### config.mk
export PLATFORM = sky130hd
export DESIGN_NAME = mem_arbiter
export DESIGN_NICKNAME = d
export VERILOG_FILES = /design/src/rtl/mem_arbiter.sv
export SDC_FILE = /design/constraint.sdc
export NUM_CORES = 1
export LEC_CHECK = 0
export CAP_MARGIN = 20
export CORE_MARGIN = 2
export CORE_UTILIZATION = 40
export CTS_CLUSTER_SIZE = 28
export DETAILED_ROUTE_END_ITERATION = 10
export PLACE_DENSITY = 0.79
export SYNTH_ARGS = -nofsm -noshare
export SYNTH_HDL_FRONTEND = slang
export SYNTH_SLANG_ARGS = --single-unit
### constraint.sdc
create_clock -name clk -period 2.1 [get_ports clk]
set_input_delay 0.21 -clock clk [delete_from_list [all_inputs] [get_ports clk]]
set_output_delay 0.21 -clock clk [all_outputs]
set_load 0.005 [all_outputs]
### src/rtl/mem_arbiter.sv
// mem_arbiter: shares one single-port SRAM between instruction fetch (read-only)
// and the MEM-stage data port (read/write, byte-enabled). Accesses are
// serialised: each one is held on the memory port for MEM_LAT cycles, and then
// the owning requester gets a one-cycle ack with its read data.
// A data port that keeps requesting can take at most STARVE_LIM grants in a
// row while fetch waits; after that, fetch is served.
// Ports:
//   clk, rst                          clock, async active-low reset
//   if_req/if_addr/if_flush           fetch request, address, branch cancel
//   if_ack/if_rdata/if_stall          fetch completion, instruction, stall
//   dm_req/dm_addr/dm_w_en/dm_wdata   data request (w_en == 0 means read)
//   dm_ack/dm_rdata/dm_stall          data completion, load data, stall
//   mem_en/mem_addr/mem_w_en/mem_wdata/mem_rdata  SRAM port
module mem_arbiter #(
  parameter int unsigned MEM_LAT    = 2,
  parameter int unsigned STARVE_LIM = 4
) (
  input  logic        clk,
  input  logic        rst,
  input  logic        if_req,
  input  logic [31:0] if_addr,
  input  logic        if_flush,
  output logic        if_ack,
  output logic [31:0] if_rdata,
  output logic        if_stall,
  input  logic        dm_req,
  input  logic [31:0] dm_addr,
  input  logic [3:0]  dm_w_en,
  input  logic [31:0] dm_wdata,
  output logic        dm_ack,
  output logic [31:0] dm_rdata,
  output logic        dm_stall,
  output logic        mem_en,
  output logic [31:0] mem_addr,
  output logic [3:0]  mem_w_en,
  output logic [31:0] mem_wdata,
  input  logic [31:0] mem_rdata
);

  localparam int unsigned CNT_W = (MEM_LAT > 1) ? $clog2(MEM_LAT) : 1;
  localparam int unsigned STK_W = (STARVE_LIM > 0) ? $clog2(STARVE_LIM + 1) : 1;

  typedef enum logic [1:0] {S_IDLE, S_BUSY, S_RESP} state_t;
  typedef enum logic {OWN_IF, OWN_DM} owner_t;

  state_t             r_state, w_state_nxt;
  owner_t             r_owner, w_owner_nxt;
  logic [CNT_W-1:0]   r_cnt, w_cnt_nxt;
  logic [STK_W-1:0]   r_streak, w_streak_nxt;
  logic               r_cancel, w_cancel_nxt;
  logic [31:0]        r_addr, w_addr_nxt;
  logic [3:0]         r_w_en, w_w_en_nxt;
  logic [31:0]        r_wdata, w_wdata_nxt;
  logic [31:0]        r_if_resp, w_if_resp_nxt;
  logic [31:0]        r_if_rdata, w_if_rdata_nxt;
  logic [31:0]        r_dm_rdata, w_dm_rdata_nxt;

  logic w_busy, w_resp, w_grant_dm, w_grant_if, w_if_live;

  assign w_busy = (r_state == S_BUSY);
  assign w_resp = (r_state == S_RESP);

  // DM wins ties unless fetch has already waited out STARVE_LIM data grants.
  assign w_grant_dm = dm_req & (~if_req | (r_streak != STK_W'(STARVE_LIM)));
  assign w_grant_if = if_req & ~w_grant_dm;

  // A fetch response is delivered only if no flush arrived during its access,
  // including a flush in the response cycle itself.
  assign w_if_live = w_resp & (r_owner == OWN_IF) & ~r_cancel & ~if_flush;

  // State and datapath registers.
  always_ff @(posedge clk or negedge rst) begin
    if (!rst) begin
      r_state    <= S_IDLE;
      r_owner    <= OWN_IF;
      r_cnt      <= '0;
      r_streak   <= '0;
      r_cancel   <= 1'b0;
      r_addr     <= '0;
      r_w_en     <= '0;
      r_wdata    <= '0;
      r_if_resp  <= '0;
      r_if_rdata <= '0;
      r_dm_rdata <= '0;
    end else begin
      r_state    <= w_state_nxt;
      r_owner    <= w_owner_nxt;
      r_cnt      <= w_cnt_nxt;
      r_streak   <= w_streak_nxt;
      r_cancel   <= w_cancel_nxt;
      r_addr     <= w_addr_nxt;
      r_w_en     <= w_w_en_nxt;
      r_wdata    <= w_wdata_nxt;
      r_if_resp  <= w_if_resp_nxt;
      r_if_rdata <= w_if_rdata_nxt;
      r_dm_rdata <= w_dm_rdata_nxt;
    end
  end

  // Next-state, arbitration and response capture.
  always_comb begin
    w_state_nxt    = r_state;
    w_owner_nxt    = r_owner;
    w_cnt_nxt      = r_cnt;
    w_streak_nxt   = r_streak;
    w_cancel_nxt   = r_cancel;
    w_addr_nxt     = r_addr;
    w_w_en_nxt     = r_w_en;
    w_wdata_nxt    = r_wdata;
    w_if_resp_nxt  = r_if_resp;
    w_if_rdata_nxt = r_if_rdata;
    w_dm_rdata_nxt = r_dm_rdata;
    case (r_state)
      S_IDLE: begin
        w_cancel_nxt = 1'b0;
        if (w_grant_dm) begin
          w_state_nxt = S_BUSY;
          w_owner_nxt = OWN_DM;
          w_cnt_nxt   = CNT_W'(MEM_LAT - 1);
          w_addr_nxt  = dm_addr;
          w_w_en_nxt  = dm_w_en;
          w_wdata_nxt = dm_wdata;
          if (!if_req) begin
            w_streak_nxt = '0;
          end else if (r_streak != STK_W'(STARVE_LIM)) begin
            w_streak_nxt = r_streak + STK_W'(1);
          end
        end else if (w_grant_if) begin
          w_state_nxt  = S_BUSY;
          w_owner_nxt  = OWN_IF;
          w_cnt_nxt    = CNT_W'(MEM_LAT - 1);
          w_addr_nxt   = if_addr;
          w_w_en_nxt   = '0;
          w_wdata_nxt  = '0;
          w_streak_nxt = '0;
        end
      end
      S_BUSY: begin
        if ((r_owner == OWN_IF) && if_flush) begin
          w_cancel_nxt = 1'b1;
        end
        if (r_cnt == '0) begin
          w_state_nxt = S_RESP;
          if (r_owner == OWN_IF) begin
            w_if_resp_nxt = mem_rdata;
          end else if (r_w_en == '0) begin
            w_dm_rdata_nxt = mem_rdata;
          end
        end else begin
          w_cnt_nxt = r_cnt - CNT_W'(1);
        end
      end
      S_RESP: begin
        w_state_nxt  = S_IDLE;
        w_cancel_nxt = 1'b0;
        if (w_if_live) begin
          w_if_rdata_nxt = r_if_resp;
        end
      end
      default: begin
        w_state_nxt = S_IDLE;
      end
    endcase
  end

  // Memory port is driven only while an access is held.
  assign mem_en    = w_busy;
  assign mem_addr  = w_busy ? r_addr  : '0;
  assign mem_w_en  = w_busy ? r_w_en  : '0;
  assign mem_wdata = w_busy ? r_wdata : '0;

  // Fresh fetch data is shown in the ack cycle, the committed word otherwise.
  assign if_ack   = w_if_live;
  assign if_rdata = w_if_live ? r_if_resp : r_if_rdata;
  assign dm_ack   = w_resp & (r_owner == OWN_DM);
  assign dm_rdata = r_dm_rdata;

  // Stalls are forced low while reset is asserted.
  assign if_stall = rst & if_req & ~if_ack;
  assign dm_stall = rst & dm_req & ~dm_ack;

endmodule
==> results.md, run 1 <==
Yosys:
- The mean instance size in the synthesized netlist is 12.17 um2.
- Of the total synthesized cell area, the portion taken by full adders, half adders and majority gates is 0.003279.
- The biggest area contributor in the post-synthesis netlist is dfrtp_1.
- The sequential area share after synthesis is 0.5639.
- The synthesized netlist contains 27 unique library cells.
- Of the post-synthesis cell area, the dominant cell type holds 0.5639.
- Synthesis handed over a netlist of ~630 instances.
- The mapped cell area is roughly 7600 um2.
- The number of nets produced by synthesis is 766.
- The combinational family with the most area after synthesis is multiplexers.
- The fraction of the mapped netlist area in compound gates is 0.08525.
- The yosys synthesis warning count is 0.
- By area the synthesized netlist is led by dfrtp_1 56%, mux2_2 19%, a22o_1 4.2%.
- The synthesized design contains 172 register bits.
- The share of synthesized area spent on multiplexers is 0.1889.
- Of the total synthesized cell area, the portion taken by AND, OR, NAND and NOR gates is 0.1121.
- The post-synthesis xor/xnor area fraction is 0.

Floorplanning:
- The overall die width is 142.1 um.
- During I/O placement, the number of pins put on the boundary was 274.
- The overall die area is 20200 um2.
- The core area is 18710 um2.
- The floorplan has 50 rows.
- Measured along the y axis, the die boundary spans 142.1 um.
- The initial utilization of the core area, before any placement, comes to 0.4080.

Timing:
- Setup repair after global routing could not meet its margin everywhere.
- The number of slew-limit violations in the final report was 0.
- The count of final hold-check violations is 0.
- Subtracting the final worst setup slack from the clock period gives 2.222 ns.
- In this run the tightest slew margin relative to its limit is 0.5704.
- The share of the clock period used by the worst path after layout is 1.058.
- Setup total negative slack on the finished layout was measured at -2.510 ns.
- Setup violations remaining at the end of the flow were counted as 28.
- The final clock skew is 0.01266 ns.
- Once routing completed, OpenROAD measured the worst setup slack at -0.1216 ns.
- For this run, the top clock speed supported by timing is 0.4501 GHz.
- The transition at the pin with the smallest max-transition slack is 0.6443 ns.

Placed design:
- The instance count after placement with tap cells included is between 1k and 1.5k.
- Summing all placed instances gives a cell area of 10780 um2.
- The routability-driven placement congestion ratio is 0.7624.
- Buffers placed on the I/O ports in this run total 273.
- The setup slack after placement is -0.1870 ns.
- The estimated wirelength of the detail-placed design is 14150 um.

Final layout:
- Leaving out fill and tap cells, the most frequent cells in the layout are 172 x dfrtp_1, 169 x clkdlybuf4s50_1, 94 x mux2_2, 40 x buf_6.
- The most common cell after layout, fill and taps aside is dfrtp_1.
- The number of diodes is 0.
- Of the cells placed in the final design, the portion with a size suffix greater than 1 is 0.3219.
- The finished cells cover around 12000 um2.
- The final cell count without fillers is 1166.
- The net total in the final layout is 1059.
- The area growth from synthesis to layout is 54.49%.

Hold path:
- In this run the worst hold path is classified as in -> async.

Clock tree:
- CTS built an H-tree with a depth of 4.
- Counting along the longest clock path gives a buffer depth of 2.
- CTS saw 172 sinks.
- The insertion delay of the later-clocked pin in the worst-skew pair is 0.42 ns.
- The post-CTS clock slew at the launch and capture registers of the worst setup and hold paths is around 0.070 ns.
- The clock tree root buffer cell is clkbuf_16.
- TritonCTS built the clock tree.
- TritonCTS created 17 clock buffers.

Flow run:
- The max-capacitance violation count is 0.

Route:
- The average wire length per cell after detail routing is 18.80 um.
- Summing over every cut layer, the via total after detailed routing is 6190.
- The mean number of vias per cell is between 5 and 6.
- In this run, the number of DRC markers left after iteration 0 of detailed routing was 254.
- The final layout contains routed wiring with a total length of 21920 um.
- The remaining antenna violation count is 0.
- For this run, the detailed router's first-pass iteration total came to 5.
- The number of design rule violations left after detail routing is 0.

Worst setup path:
- The sort of element at the start of the critical path is a flip-flop.
- The critical path start-end classification is reg -> out.
- Of all nets on the critical path, the largest fanout is 6.
- The required time at the worst-slack endpoint is 1.89 ns.
- For the worst setup path, the data arrival time is 2.01 ns.
- The kind of end point of the critical path is an output port.

Power:
- In this run the power density over the cells is roughly 1400 nW/um2.
- The static leakage is 5.373 nW.
- The design draws 16.93 mW.
- The maximum ir drop on the vdd rail is 743.2 uV.

Global routing:
- The first global-routing pass estimated 34640 um of wire.
- For this run, the total global-route usage over all layers was measured as 0.2191.
- Entering global routing, the biggest net connects 115 pins.
- The via count of the first global-routing pass was 6443.
- The number of antenna violations at the first check in global routing was 0.
- The total overflow left after global routing is 0.

Outcome:
- The flow ran to the end, but the final reports show violations.
- The checks that failed: setup timing.
-- power breakdown --
part	internal (mW)	total, mW	switching, mW
clock network	1.58	3.04	1.46
registers	4.91	5.85	0.939
logic	4.77	8.04	3.28
total	11.3	16.9	5.67
-- cell usage after synthesis --
cell type and n:
dfrtp_1 172, mux2_2 126, clkbuf_1 40, nor2_1 39
and2_1 38, a22o_1 37, inv_1 36, nand3_1 33
nand4_1 32, o221ai_1 32, buf_2 11, nand2_1 7
buf_1 4, a21oi_1 2, a32o_1 2, ha_1 2
mux2_1 2, nand2b_1 2, nor2b_1 2, a21o_1 1
a31o_2 1, and3_1 1, nor3_1 1, nor4_1 1
nor4_4 1, or2_2 1, or4b_1 1
-- kinds of logic (layout without fill, tap and decap cells) --
| kind of cell | count (synthesis) | count (layout) |
|---|---|---|
| AND/OR/NAND/NOR | 159 | 159 |
| multiplexers | 128 | 128 |
| flip-flops | 172 | 172 |
| AO/OA/AOI/OAI | 75 | 75 |
| adder cells (fa/ha/maj) | 2 | 2 |
| buffers and inverters | 91 | 396 |
-- cell type report --
class / instances / area (um2)
Timing Repair Buffer: 329 / 3314
Inverter: 36 / 140.1
Clock buffer: 17 / 425.4
Clock inverter: 14 / 147.6
Tap cell: 234 / 292.8
Fill cell: 1445 / 6914
Sequential cell: 172 / 4304
Multi-Input combinational cell: 364 / 3167
-- critical path, stage by stage, from the launching register on --
cell and delay [ns]:
dfrtp_1 0.41, nor4_4 0.26, buf_4 0.16, buf_12 0.10, buf_12 0.12, buf_12 0.12, mux2_4 0.31, buf_6 0.12
-- flip-flops by register name, summed over array words and instances, names as in the netlist --
signal,count
dm_rdata,32
r_addr,32
r_cancel,1
r_cnt,1
r_if_rdata,32
r_if_resp,32
r_owner,1
r_state,2
r_streak,3
r_w_en,4
r_wdata,32
-- metrics by stage --
stage               hold slack, ns    util
detailed placement         0.03227  0.5763
global route                0.2061  0.6304
finish                      0.2215  0.6304
global placement           0.03114  0.5763
floorplan                 -0.08559       -
CTS                         0.1839  0.6377
-- timing repair --
item                       in CTS  in global routing
setup endpoints to repair     103                 50
hold buffers                    1                  0
gates cloned                    7                  0
setup buffers                  25                  3
pin swaps                       1                  2
resized for setup             296                 86
hold endpoints to repair       82                  0
-- layer usage --
layer | up-vias | GRT usage | routed length (um)
li1 | 2849 | - | -
met1 | 3080 | 0.2773 | 9092
met2 | 237 | 0.3783 | 11010
met3 | 24 | 0.05316 | 1535
met4 | 0 | 0.05579 | 285
met5 | - | 0 | 0
-- final timing paths --
path / startpoint / endpoint / slack, ns / depth (start not counted)
worst max-delay path: r_owner / if_rdata[16] / -0.12 / 7
worst min register to register: r_wdata[24] / r_wdata[24] / 0.50 / 1
worst min-delay path: rst / r_streak[0] / 0.22 / 2
worst max register to register: r_state[1] / r_if_resp[29] / 0.04 / 8
min in group clk: dm_wdata[1] / r_wdata[1] / 0.38 / 2
max in group asynchronous: rst / r_wdata[4] / 1.02 / 3
No activity file was read; power rests on OpenSTA's default activity.
==> run 2: changes to the inputs <==
GPL_TIMING_DRIVEN = 0   (was default)
SKIP_LAST_GASP = 1   (was default)
==> run 2 against run 1 <==
Effect of this change: the run ends with hold timing, setup timing left; maximum frequency decreased by 1.8%; clock skew decreased by 0.0026 ns; worst hold slack got worse by 0.51 ns; largest cell class unchanged.
==> results.md, run 2 (same netlist as run 1, synthesis figures left out) <==
Floorplanning:
- The core area is 18710 um2 (unchanged).
- The overall die area is 20200 um2 (unchanged).
- The starting density of the core is 0.4080 (unchanged).
- The floorplan row count is 50 (unchanged).
- The overall die width is 142.1 um (unchanged).
- The number of top-level pins came to 274 (unchanged).
- The height of the die was 142.1 um (unchanged).

Timing:
- The worst hold margin is -0.2867 ns (-0.5082 ns).
- Setup repair after global routing could not meet its margin everywhere.
- The count of final hold-check violations is 89 (+89).
- The final clock skew was 0.01001 ns (-0.002648 ns).
- The normalized max-slew margin was 0.5864 (+0.01597).
- The sum of negative setup slack is -3.337 ns (-0.8277 ns).
- The number of slew-limit violations in the final report is 0 (unchanged).
- The total setup violations reported at the end of the flow came to 32 (+14%).
- The setup slack after layout was -0.1623 ns (-0.04072 ns).
- The highest clock rate is 0.4420 GHz (-1.8%).
- The transition at the pin with the smallest max-transition slack came to 0.6204 ns (-0.02396 ns).
- The share of the clock period used by the worst path after layout is 1.077 (+0.01939).
- The final critical-path required period came to 2.262 ns (+0.04072 ns).

Worst setup path:
- The data arrival time at the worst-slack endpoint was 2.05 ns (+0.04 ns).
- The worst-path maximum fanout is 5 (-1).
- The kind of end point of the critical path is an output port.
- The sort of element at the start of the critical path is a flip-flop.
- The critical path start-end classification is reg -> out.
- The required time at the worst-slack endpoint came to 1.89 ns (about the same).

Global routing:
- The maximum number of pins on one net before global-route repair is 91 (-21%).
- The total global routing overflow was 0 (unchanged).
- The combined global-route utilization of all metal layers is 0.2147 (-0.004420).
- The wire length of the first global-routing pass came to 34100 um (-1.6%).
- The number of antenna violations at the first check in global routing is 0 (unchanged).
- The via count of the first global-routing pass is 6558 (+1.8%).

Final layout:
- The fraction of layout instances using a drive strength above 1 is 0.3029 (-0.01898).
- The core occupancy in the finished layout is 0.6356 (+0.005217).
- The number of diodes was 0 (unchanged).
- The most common cell after layout, fill and taps aside is dfrtp_1.
- The net total in the final layout is 1090 (+2.9%).
- The library cells used most frequently in the layout, excluding fill and tap cells, are 170 x dfrtp_1, 168 x clkdlybuf4s50_1, 94 x mux2_2, 41 x buf_6.
- The area taken by flip-flops and latches is 4307 um2 (about the same).
- The area added between synthesis and finish is 55.77%.
- The fill cell total of the finished layout came to 1490 (+3.1%).
- The total area of multi-input combinational cells is 3158 um2 (-0.28%).

Clock tree:
- The CTS sink count is 172 (unchanged).
- TritonCTS built the clock tree.
- The deepest clock path buffer count came to 2 (unchanged).
- The insertion delay of the later-clocked pin in the worst-skew pair was 0.43 ns (about the same).
- The post-CTS clock slew at the launch and capture registers of the worst setup and hold paths came to 0.07 ns (about the same).
- The number of CTS-inserted buffers came to 17 (unchanged).
- CTS placed an instance of clkbuf_16 at the clock tree root.
- The level count of the clock H-tree is 4 (unchanged).

Outcome:
- The final reports fail on hold timing, setup timing.
- The flow ran to the end, but the final reports show violations.

Power:
- The switching power as a share of total power was 0.3298 (-0.005398).
- The power density relative to cell area is 1427 nW/um2 (-0.59%).
- The share of total power in sequential cells was 0.339 (-0.007).
- The static leakage is 5.447 nW (+1.4%).
- The proportion of power drawn by the clock network came to 0.188 (+0.009).
- The maximum ir drop on the vdd rail is 707.7 uV (-4.8%).
- The proportion of power drawn by combinational gates was 0.473 (-0.002).
- The switching component of the power was 5.595 mW (-1.4%).
- The total internal power came to 11.37 mW (+1.0%).

Placed design:
- The estimated wirelength of the detail-placed design is 14730 um (+4.1%).
- The number of port buffers was 272 (-0.37%).
- The routability-driven placement congestion ratio was 0.7864 (+3.1%).

Route:
- The number of vias after detailed routing came to 6277 (+1.4%).
- The average wire length per cell after detail routing is 18.18 um (-3.3%).
- The remaining antenna violation count came to 0 (unchanged).
- The mean number of vias per cell was 5.240 (-1.3%).
- The iteration-0 DRC count of the detailed router is 244 (-3.9%).
- The total wire length is 21780 um (-0.62%).
- The number of design rule violations left after detail routing is 0 (unchanged).
- The total iterations of the first detailed-routing run was 6 (+1).

Flow run:
- The max-capacitance violation count is 0 (unchanged).

Hold path:
- The worst hold path belongs to the class in -> async.
==> run 2: worst paths after layout <==
| check | from | end | cells after the start | slack [ns] |
|---|---|---|---|---|
| min in group clk | dm_req | r_addr[1] | 3 | 0.31 |
| setup / recovery | r_owner | if_rdata[8] | 7 | -0.16 |
| hold / removal | rst | dm_rdata[3] | 1 | -0.29 |
| setup reg to reg | r_owner | dm_rdata[4] | 7 | 0.05 |
| hold reg to reg | dm_rdata[5] | dm_rdata[5] | 1 | 0.49 |
| max in group asynchronous | rst | r_addr[30] | 2 | 1.72 |
==> run 2: stage by stage <==
| step | total power [mW] | setup WS (ns) | instances | area (um2) | hold WS (ns) |
|---|---|---|---|---|---|
| 3_3_place_gp | 12.90 | -6.441 | 1133 | 10650 | 0.4711 |
| 6_report | 16.97 | -0.1623 | 1198 | 11890 | -0.2867 |
| 3_5_place_dp | 13.07 | -0.8520 | 1134 | 10680 | 0.2655 |
| 5_1_grt | 18.08 | -0.2373 | 1198 | 11890 | -0.2507 |
| 2_1_floorplan | 9.322 | 0.1453 | 627 | 7632 | -0.08559 |
| 4_1_cts | 16.95 | -0.2302 | 1192 | 11830 | -0.2846 |
==> run 2: critical path, stage by stage, from the launching register on <==
cell       delay (ns)
dfrtp_2          0.43
nor4_4           0.26
buf_4            0.16
clkbuf_16        0.14
buf_8            0.10
buf_6            0.12
mux2_4           0.31
buf_6            0.12
==> run 2: area by class of cell <==
class | count | share of cell area
Clock buffer | 17 | 0.03578
Tap cell | 234 | 0.02463
Timing Repair Buffer | 308 | 0.2531
Sequential cell | 172 | 0.3622
Multi-Input combinational cell | 364 | 0.2656
Inverter | 36 | 0.01158
Clock inverter | 15 | 0.01452
Buffer | 52 | 0.03252
==> run 2: power by group through the flow <==
stage                     clock network [mW]  registers [mW]  logic, mW
after floorplan                            0            5.56       3.76
after global placement                     0            5.68       7.22
after detailed placement                   0            5.75       7.33
after CTS                               3.29            5.73       7.93
after global routing                    3.40            5.94       8.73
final                                   3.20            5.75       8.02
==> run 2: repair_timing <==
item / CTS / global route
endpoints found under the hold margin: 89 / 89
resized for setup: 327 / 87
gates cloned: 3 / 2
setup buffers: 24 / 8
setup endpoints to repair: 190 / 182
pin swaps: 2 / 2
==> run 2: per-layer routing <==
metal	track usage	share of wire	up-vias
met3	0.05787	0.071	30
met4	0.07947	0.021	0
met2	0.3583	0.50	237
met1	0.2680	0.41	3105
li1	-	-	2905
met5	0	0	-
==> run 3: changes to the inputs <==
--- a/config.mk
+++ b/config.mk
@@ -7,5 +7,6 @@
 export LEC_CHECK = 0
-export CAP_MARGIN = 20
+export CAP_MARGIN = 0
 export CORE_MARGIN = 2
 export CORE_UTILIZATION = 40
+export CTS_BUF_LIST = sky130_fd_sc_hd__clkbuf_8
 export CTS_CLUSTER_SIZE = 28
--- a/constraint.sdc
+++ b/constraint.sdc
@@ -3,2 +3,2 @@
 set_output_delay 0.21 -clock clk [all_outputs]
-set_load 0.005 [all_outputs]
+set_load 0.01 [all_outputs]
==> run 3 against run 2 <==
Effect of this change: the flow still finishes with violations (hold timing, setup timing); clock skew rose by 0.0051 ns; sequential cell count unchanged; global-route usage up 0.13 points; utilization decreased by 1.7 points; first-iteration DRC count grew 9.0%; register-to-register slack worse by 0.03 ns; die area unchanged; clock power is 25% lower; cell area down 2.6%; routed wire length up 1.4%.
==> results.md, run 3 (same netlist as run 1, synthesis figures left out) <==
Worst setup path:
- The critical path start-end classification is reg -> out.
- The data arrival time at the worst-slack endpoint is 2.11 ns (+0.06 ns).
- The required time at the worst-slack endpoint is 1.89 ns (about the same).
- STA classifies the critical path endpoint as an output port.
- The worst-path maximum fanout is 5 (unchanged).
- STA classifies the critical path startpoint as a flip-flop.
- The setup slack on the worst flop-to-flop path is 0.02 ns (-0.03 ns).

Power:
- The switching component of the power is 5.948 mW (+6.3%).
- The proportion of power drawn by the clock network is 0.146 (-0.042).
- The maximum ir drop on the vdd rail came to 519.3 uV (-27%).
- The power density relative to cell area was 1422 nW/um2 (-0.33%).
- The share of total power in sequential cells is 0.349 (+0.010).
- The proportion of power drawn by combinational gates is 0.505 (+0.032).
- The switching power as a share of total power is 0.3612 (+0.03140).
- The total internal power came to 10.52 mW (-7.5%).
- The static leakage came to 5.264 nW (-3.4%).

Global routing:
- The combined global-route utilization of all metal layers is 0.2160 (+0.001290).
- The total global routing overflow was 0 (unchanged).
- The wire length of the first global-routing pass came to 34020 um (-0.24%).
- The maximum number of pins on one net before global-route repair was 91 (unchanged).
- The via count of the first global-routing pass is 6516 (-0.64%).
- The number of antenna violations at the first check in global routing is 0 (unchanged).

Timing:
- Setup repair after global routing could not meet its margin everywhere.
- The count of final hold-check violations is 89 (unchanged).
- The final critical-path required period is 2.317 ns (+0.05483 ns).
- The setup slack after layout is -0.2172 ns (-0.05483 ns).
- The worst hold margin is -0.3398 ns (-0.05309 ns).
- The number of slew-limit violations in the final report is 0 (unchanged).
- The normalized max-slew margin is 0.5899 (+0.003513).
- The transition at the pin with the smallest max-transition slack was 0.6151 ns (-0.005269 ns).
- The highest clock rate is 0.4316 GHz (-2.4%).
- The final clock skew came to 0.01511 ns (+0.005098 ns).
- The share of the clock period used by the worst path after layout is 1.103 (+0.02611).
- The total setup violations reported at the end of the flow came to 32 (unchanged).
- The sum of negative setup slack is -5.020 ns (-1.683 ns).

Route:
- The number of design rule violations left after detail routing came to 0 (unchanged).
- The average wire length per cell after detail routing is 18.51 um (+1.8%).
- The total iterations of the first detailed-routing run is 4 (-2).
- The total wire length is 22080 um (+1.4%).
- The iteration-0 DRC count of the detailed router is 266 (+9.0%).
- The detailed route wirelength on metal3 was 1442 um (-6.7%).
- The mean number of vias per cell is 5.255 (+0.29%).
- The met2 routed wirelength came to 11180 um (+2.2%).
- The met1 wire length was 9071 um (+2.5%).
- The number of vias after detailed routing was 6269 (-0.13%).
- The highest routing layer actually used is met4.
- The remaining antenna violation count is 0 (unchanged).

Final layout:
- The core occupancy in the finished layout came to 0.6191 (-0.01652).
- The area of all placed cells without fillers is 11580 um2 (-2.6%).
- The fill cell total of the finished layout was 1546 (+3.8%).
- The fraction of layout instances using a drive strength above 1 is 0.3201 (+0.01722).
- The area taken by flip-flops and latches is 4307 um2 (unchanged).
- The most common cell after layout, fill and taps aside is dfrtp_1.
- The number of diodes was 0 (unchanged).
- The library cells used most frequently in the layout, excluding fill and tap cells, are 170 x dfrtp_1, 166 x clkdlybuf4s50_1, 98 x mux2_2, 38 x and2_1, 37 x a22o_1.
- The net total in the final layout was 1085 (-0.46%).
- The total area of multi-input combinational cells is 3129 um2 (-0.91%).
- The area added between synthesis and finish is 51.72%.

Placed design:
- The total cell area at the placement stage is 10680 um2 (unchanged).
- The estimated wirelength of the detail-placed design was 14730 um (unchanged).
- The number of port buffers came to 272 (unchanged).
- The routability-driven placement congestion ratio was 0.7864 (unchanged).

Flow run:
- The max-capacitance violation count is 0 (unchanged).

Clock tree:
- The post-CTS clock slew at the launch and capture registers of the worst setup and hold paths is 0.10 ns (+0.03 ns).
- The number of CTS-inserted buffers came to 17 (unchanged).
- The CTS sink count is 172 (unchanged).
- The insertion delay of the later-clocked pin in the worst-skew pair is 0.46 ns (+0.03 ns).
- The deepest clock path buffer count was 2 (unchanged).
- The clock tree from TritonCTS is done.
- The tree is rooted in a clkbuf_8.
- The level count of the clock H-tree came to 4 (unchanged).

Floorplanning:
- The floorplan row count is 50 (unchanged).
- The number of top-level pins is 274 (unchanged).
- The core area was 18710 um2 (unchanged).
- The height of the die is 142.1 um (unchanged).
- The overall die width is 142.1 um (unchanged).
- The starting density of the core is 0.4080 (unchanged).
- The overall die area was 20200 um2 (unchanged).

Hold path:
- The worst min-delay path class is in -> async.

Outcome:
- The flow ran to the end, but the final reports show violations.
- The checks that failed: hold timing, setup timing.
run 3: changes by cell type in the layout (fill, tap and decap cells not counted), moves of 4 or more:
cell | previous run | this run
dlygate4sd2_1 | 35 | 18
buf_2 | 4 | 17
mux2_4 | 32 | 28
clkbuf_16 | 22 | 3
clkdlybuf4s15_2 | 0 | 8
buf_6 | 41 | 34
clkbuf_8 | 5 | 19
mux2_2 | 94 | 98
run 3: worst paths after layout:
kind                                       to  depth (start not counted)         from
worst max-delay path             if_rdata[16]                          7      r_owner
worst min-delay path              dm_rdata[3]                          1          rst
worst max register to register    dm_rdata[4]                          7      r_owner
worst min register to register    dm_rdata[5]                          1  dm_rdata[5]
max in group asynchronous       r_if_rdata[5]                          2          rst
min in group clk                    r_addr[2]                          3       dm_req
run 3: through the flow:
| stage | setup WS [ns] | power [mW] | instances |
|---|---|---|---|
| 2_1_floorplan | 0.1246 | 9.789 | 627 |
| 3_3_place_gp | -6.441 | 13.37 | 1133 |
| 3_5_place_dp | -0.8819 | 13.54 | 1134 |
| 4_1_cts | -0.3155 | 16.35 | 1188 |
| 5_1_grt | -0.3169 | 17.56 | 1193 |
| 6_report | -0.2172 | 16.47 | 1193 |
run 3: timing repair:
action | in CTS | in global routing
resized for setup | 366 | 97
cloned | 3 | 3
pin swaps | 2 | 2
endpoints found under the setup margin | 191 | 172
endpoints found under the hold margin | 89 | 89
setup buffers | 20 | 6
run 3: power by group through the flow:
stage | registers (mW) | logic (mW) | clock network (mW)
3_3_place_gp | 5.68 | 7.69 | 0
4_1_cts | 5.71 | 8.15 | 2.49
6_report | 5.75 | 8.31 | 2.40
5_1_grt | 5.95 | 8.99 | 2.62
2_1_floorplan | 5.67 | 4.12 | 0
3_5_place_dp | 5.75 | 7.80 | 0
run 3: critical path, stage by stage (launching register included):
cell	delay (ns)
dfrtp_2	0.44
nor4_4	0.26
buf_4	0.17
buf_8	0.10
buf_6	0.12
buf_8	0.13
mux2_4	0.31
buf_6	0.12
run 3: area by class of cell:
class                           count  share of cell area
Buffer                             52             0.03079
Inverter                           36             0.01189
Clock buffer                       17             0.02021
Timing Repair Buffer              303              0.2548
Clock inverter                     15             0.01491
Multi-Input combinational cell    364              0.2702
Tap cell                          234             0.02528
Sequential cell                   172              0.3719
run 3: layer usage:
layer  global-route usage  vias to the layer above
met2               0.3666                      225
met5                    0                        -
met4              0.05947                        0
met1               0.2682                     3129
li1                     -                     2884
met3              0.06528                       31
